<file path="src/rtl/addsub_result_fifo.sv">
// rtl/addsub_result_fifo.sv - result FIFO with status flags for the 4-bit adder/subtractor
// Optional per-push statistics counters are enabled by defining ADDSUB_RESULT_CNT_EN.
module addsub_result_fifo #(
  parameter int DEPTH = 4,
  parameter int PTR_W = $clog2(DEPTH)
) (
  input  logic       clk,
  input  logic       rst,
  input  logic       in_valid,
  output logic       in_ready,
  input  logic [3:0] sum,
  input  logic       cout,
  input  logic       mode,
  input  logic       a_msb,
  input  logic       b_msb,
  output logic       out_valid,
  input  logic       out_ready,
  output logic [3:0] out_sum,
  output logic [3:0] out_flags,
  output logic       overrun
`ifdef ADDSUB_RESULT_CNT_EN
  ,
  output logic [7:0] result_cnt,
  output logic [7:0] ovf_cnt
`endif
);

  localparam logic [PTR_W:0] FULL_CNT = (PTR_W + 1)'(DEPTH);

  logic [3:0]     mem_sum   [DEPTH];
  logic [3:0]     mem_flags [DEPTH];
  logic [PTR_W-1:0] wr_ptr;
  logic [PTR_W-1:0] rd_ptr;
  logic [PTR_W:0]   count;

  logic       flag_v;
  logic [3:0] flags_in;
  logic       push;
  logic       pop;

  // Flags derived from the incoming result; subtract overflows when operand signs differ.
  always_comb begin
    if (mode) begin
      flag_v = (a_msb == b_msb) && (sum[3] != a_msb);
    end else begin
      flag_v = (a_msb != b_msb) && (sum[3] != a_msb);
    end
    flags_in = {flag_v, sum[3], (sum == 4'd0), cout};
  end

  assign in_ready  = (count != FULL_CNT);
  assign out_valid = (count != '0);
  assign push      = in_valid && in_ready;
  assign pop       = out_valid && out_ready;

  // Head entry straight from storage; forced to zero while empty.
  assign out_sum   = out_valid ? mem_sum[rd_ptr]   : 4'd0;
  assign out_flags = out_valid ? mem_flags[rd_ptr] : 4'd0;

  // Storage write; contents are not cleared by reset.
  always_ff @(posedge clk) begin
    if (!rst && push) begin
      mem_sum[wr_ptr]   <= sum;
      mem_flags[wr_ptr] <= flags_in;
    end
  end

  // Pointers, occupancy and sticky overrun; reset discards everything in the same edge.
  always_ff @(posedge clk) begin
    if (rst) begin
      wr_ptr  <= '0;
      rd_ptr  <= '0;
      count   <= '0;
      overrun <= 1'b0;
    end else begin
      if (push) begin
        wr_ptr <= wr_ptr + PTR_W'(1);
      end
      if (pop) begin
        rd_ptr <= rd_ptr + PTR_W'(1);
      end
      case ({push, pop})
        2'b10:   count <= count + (PTR_W + 1)'(1);
        2'b01:   count <= count - (PTR_W + 1)'(1);
        default: count <= count;
      endcase
      if (in_valid && !in_ready) begin
        overrun <= 1'b1;
      end
    end
  end

`ifdef ADDSUB_RESULT_CNT_EN
  // Accepted-push counter wraps; overflow-result counter saturates.
  always_ff @(posedge clk) begin
    if (rst) begin
      result_cnt <= 8'd0;
      ovf_cnt    <= 8'd0;
    end else if (push) begin
      result_cnt <= result_cnt + 8'd1;
      if (flag_v && (ovf_cnt != 8'hFF)) begin
        ovf_cnt <= ovf_cnt + 8'd1;
      end
    end
  end
`endif

endmodule

</file>
<file path="config.mk">
export PLATFORM = sky130hd
export DESIGN_NAME = addsub_result_fifo
export DESIGN_NICKNAME = d
export VERILOG_FILES = /design/src/rtl/addsub_result_fifo.sv
export SDC_FILE = /design/constraint.sdc
export NUM_CORES = 1
export LEC_CHECK = 0
export BUFFER_PORTS_ARGS = -buffer_cell sky130_fd_sc_hd__buf_2
export CAP_MARGIN = 30
export CORE_MARGIN = 10
export CORE_UTILIZATION = 45
export CTS_BUF_LIST = sky130_fd_sc_hd__clkbuf_2
export CTS_CLUSTER_DIAMETER = 120
export DETAILED_ROUTE_END_ITERATION = 16
export PLACE_DENSITY = 0.68
export REMOVE_ABC_BUFFERS = 1
export SYNTH_ARGS = -nofsm -noshare
export SYNTH_HDL_FRONTEND = slang
export SYNTH_SLANG_ARGS = --single-unit
</file>
<file path="constraint.sdc">
create_clock -name clk -period 2.2 [get_ports clk]
set_input_delay 0.22 -clock clk [delete_from_list [all_inputs] [get_ports clk]]
set_output_delay 0.22 -clock clk [all_outputs]
set_load 0.005 [all_outputs]
</file>
==> impl_metrics.json <==
{
  "status": "complete, no violations",
  "p_seq_share_pct": 44.9,
  "cts_hold_buf": 0,
  "cts_buffers": 5,
  "synth_seq_area_share_pct": 64.2,
  "maxSlewHeadroom_pct": 61.7,
  "drt-initial-drc-count": 67,
  "stdcell_count": 188,
  "diodes": 0,
  "drv_cap": 0,
  "synthTopCellsByCount": "28 x edfxtp_1, 10 x dfxtp_1, 7 x inv_1, 7 x mux4_2",
  "synth-async-reset-ratio_pct": 0,
  "synth.distinct_cells": 31,
  "cts_buffer_depth": 2,
  "switching_share_pct": 29.4,
  "synth_edf_count": 28,
  "layout-drive-gt1-share_pct": 40.1,
  "dp_hpwl_um": 2250,
  "period_share_pct": 94.4,
  "drc": 0,
  "die_h_um": 80.0,
  "yosysWarnings": 0,
  "grt_pass1_wl_um": 4980,
  "cts_tree": "built",
  "ir_drop_uv": 520,
  "fmaxAchievable_ghz": 0.482,
  "overflow": 0,
  "hold_violations": 0,
  "grt_max_degree": 14,
  "place_congestion": 0.723,
  "critPathArrivalTime_ns": 2.38,
  "rsz0062_at_grt": "no",
  "area_growth_pct": 18.8,
  "setup.worst_path.end_class": "flop",
  "io_pins": 23,
  "track_usage_pct": 10.0,
  "synthCells": 107,
  "dieArea_sq_um": 6400,
  "cts_num_sinks": 38,
  "p_switching_uw": 605,
  "synthFlopType": "edfxtp_1",
  "finalPower_mw": 2.06,
  "synth_top_area_share_pct": 51.9,
  "ys_top_cells_by_area": "edfxtp_1 52%, dfxtp_1 12%, mux4_2 9.7%, ha_1 3.9%, and2b_1 2.8%",
  "totalWireLength_um": 2900,
  "slew_viol_final": 0,
  "p_clk_share_pct": 19.8,
  "cts_root_buf": "clkbuf_2",
  "fp.dieW_um": 80.0,
  "p_leak_nw": 0.746,
  "stdcell_area_sq_um": 1930,
  "skew_ns": 0.00855,
  "clk_latency_ns": 0.36,
  "fill_cells": 300,
  "nNetsFinal": 159,
  "dpl-instance-area_sq_um": 1830,
  "path_max_fanout": 2,
  "pwr_density_cell_nw_per_um2": 1070,
  "finalCriticalPeriod_ns": 2.08,
  "tightest_slew_ns": 0.570,
  "combPwrFrac_pct": 35.2,
  "core-area_sq_um": 3420,
  "firstDrtPassIters": 4,
  "rows": 21,
  "portBuffers": 22,
  "hp-class": "in2reg",
  "vias_per_cell": 5.05,
  "h-tree-depth": 2,
  "yosysMostFrequentCell": "edfxtp_1",
  "via_count": 949,
  "required_ns": 2.50,
  "worstSetupPathType": "reg2reg",
  "grt_pass1_vias": 1078,
  "synth_top_area_cell": "edfxtp_1",
  "synth_area_per_cell_sq_um": 15.2,
  "cp-start-kind": "flop",
  "ant_nets": 0,
  "p_int_mw": 1.45,
  "final-setup-viol-count": 0,
  "antenna_found_initial": 0,
  "wl_per_cell_um": 15.4,
  "start_util_pct": 47.5,
  "ys_ff_latch": 38,
  "cts.clk_slew.worst_paths_ns": 0.17,
  "synthesis.area_sq_um": 1620,
  "dp_cells": 180
}
-- registers in the layout (all words and copies together) (netlist names), named ones only --
register / flops
wr_ptr: 2
overrun: 1
count: 3
mem_flags: 16
rd_ptr: 2
mem_sum: 12
-- final cells by class --
class                           count  area [sq um]  share of cell area (%)
Timing Repair Buffer               32           180                    9.35
Clock buffer                        7          35.0                    1.82
Clock inverter                      1          30.0                    1.56
Tap cell                           46          57.6                    2.99
Sequential cell                    38          1040                    54.2
Multi-Input combinational cell     57           553                    28.7
Inverter                            7          26.3                    1.36
-- cell families (layout without fill, tap and decap cells) --
family	after synthesis	count (layout)	share of synthesized area, %
flip-flops	38	38	64.2
adder cells (fa/ha/maj)	6	6	5.09
AO/OA/AOI/OAI	12	12	4.86
AND/OR/NAND/NOR	28	28	10.4
buffers and inverters	12	47	3.55
XOR/XNOR	4	4	2.16
multiplexers	7	7	9.72
-- placed cells by master (no fill, tap or decap) --
| cell | count |
|---|---|
| dfxtp_1 | 7 |
| ha_4 | 1 |
| o31ai_1 | 1 |
| nand3_1 | 2 |
| ha_1 | 4 |
| edfxtp_1 | 28 |
| a21o_1 | 2 |
| or3_1 | 1 |
| or3b_4 | 1 |
| nand3b_1 | 1 |
| buf_4 | 8 |
| nor4_1 | 1 |
| a41oi_1 | 1 |
| nand2_1 | 1 |
| a21oi_2 | 3 |
| nor3b_1 | 4 |
| fa_1 | 1 |
| and2b_1 | 6 |
| a21oi_1 | 2 |
| o21ai_1 | 1 |
| clkbuf_2 | 7 |
| buf_2 | 24 |
| or3_4 | 1 |
| nor3_1 | 1 |
| nand2_4 | 1 |
| nor2_1 | 6 |
| nor2b_1 | 1 |
| bufinv_16 | 1 |
| inv_1 | 7 |
| dfxtp_2 | 3 |
| xor2_1 | 4 |
| mux4_2 | 7 |
| nand2b_1 | 1 |
| o21ai_0 | 2 |
-- power by group through the flow --
| stage | Sequential [mW] | Combinational [mW] | Clock [mW] |
|---|---|---|---|
| finish | 0.925 | 0.725 | 0.408 |
| global placement | 0.932 | 0.670 | 0 |
| floorplan | 0.930 | 0.401 | 0 |
| detailed placement | 0.936 | 0.698 | 0 |
| CTS | 0.927 | 0.734 | 0.423 |
| global route | 0.938 | 0.812 | 0.459 |
-- layer usage --
layer | track usage, % | share of wire [%] | vias up
met5 | 0 | 0 | -
met4 | 4.75 | 1.1 | 0
met3 | 3.27 | 4.9 | 5
met2 | 17.8 | 54 | 15
met1 | 10.4 | 40 | 468
li1 | - | - | 461
-- through the flow --
step           utilization, %  hold slack [ns]  setup WS (ns)   TNS, ns
2_1_floorplan               -            0.282         -0.107    -0.107
3_3_place_gp             52.8            0.434         0.0725         0
3_5_place_dp             53.5            0.445       -0.00109  -0.00109
4_1_cts                  56.3           0.0384        0.00971         0
5_1_grt                  56.4           0.0117         0.0542         0
6_report                 56.4           0.0626          0.124         0
-- worst max-delay path: stages (launching register included) --
cell,delay (ns)
dfxtp_2,0.37
or3b_4,0.41
nand2_4,0.09
ha_4,0.13
inv_1,0.04
fa_1,0.36
xor2_1,0.16
or3_4,0.33
a21oi_2,0.12
-- what timing repair did --
| item | 4_1_cts | 5_1_grt |
|---|---|---|
| buffers inserted | 0 | 0 |
| gates resized for setup | 8 | 2 |
| setup endpoints to repair | 1 | 9 |
| pin swaps | 1 | 1 |
-- final timing paths --
| kind | start | end | slack (ns) | depth (start not counted) |
|---|---|---|---|---|
| min | cout | mem_flags[2][0] | 0.06 | 1 |
| min reg2reg | overrun | overrun | 0.49 | 2 |
| max | count[2] | count[2] | 0.12 | 8 |
| max reg2reg | count[2] | count[2] | 0.12 | 8 |
Power figures use the tool's default switching activity.
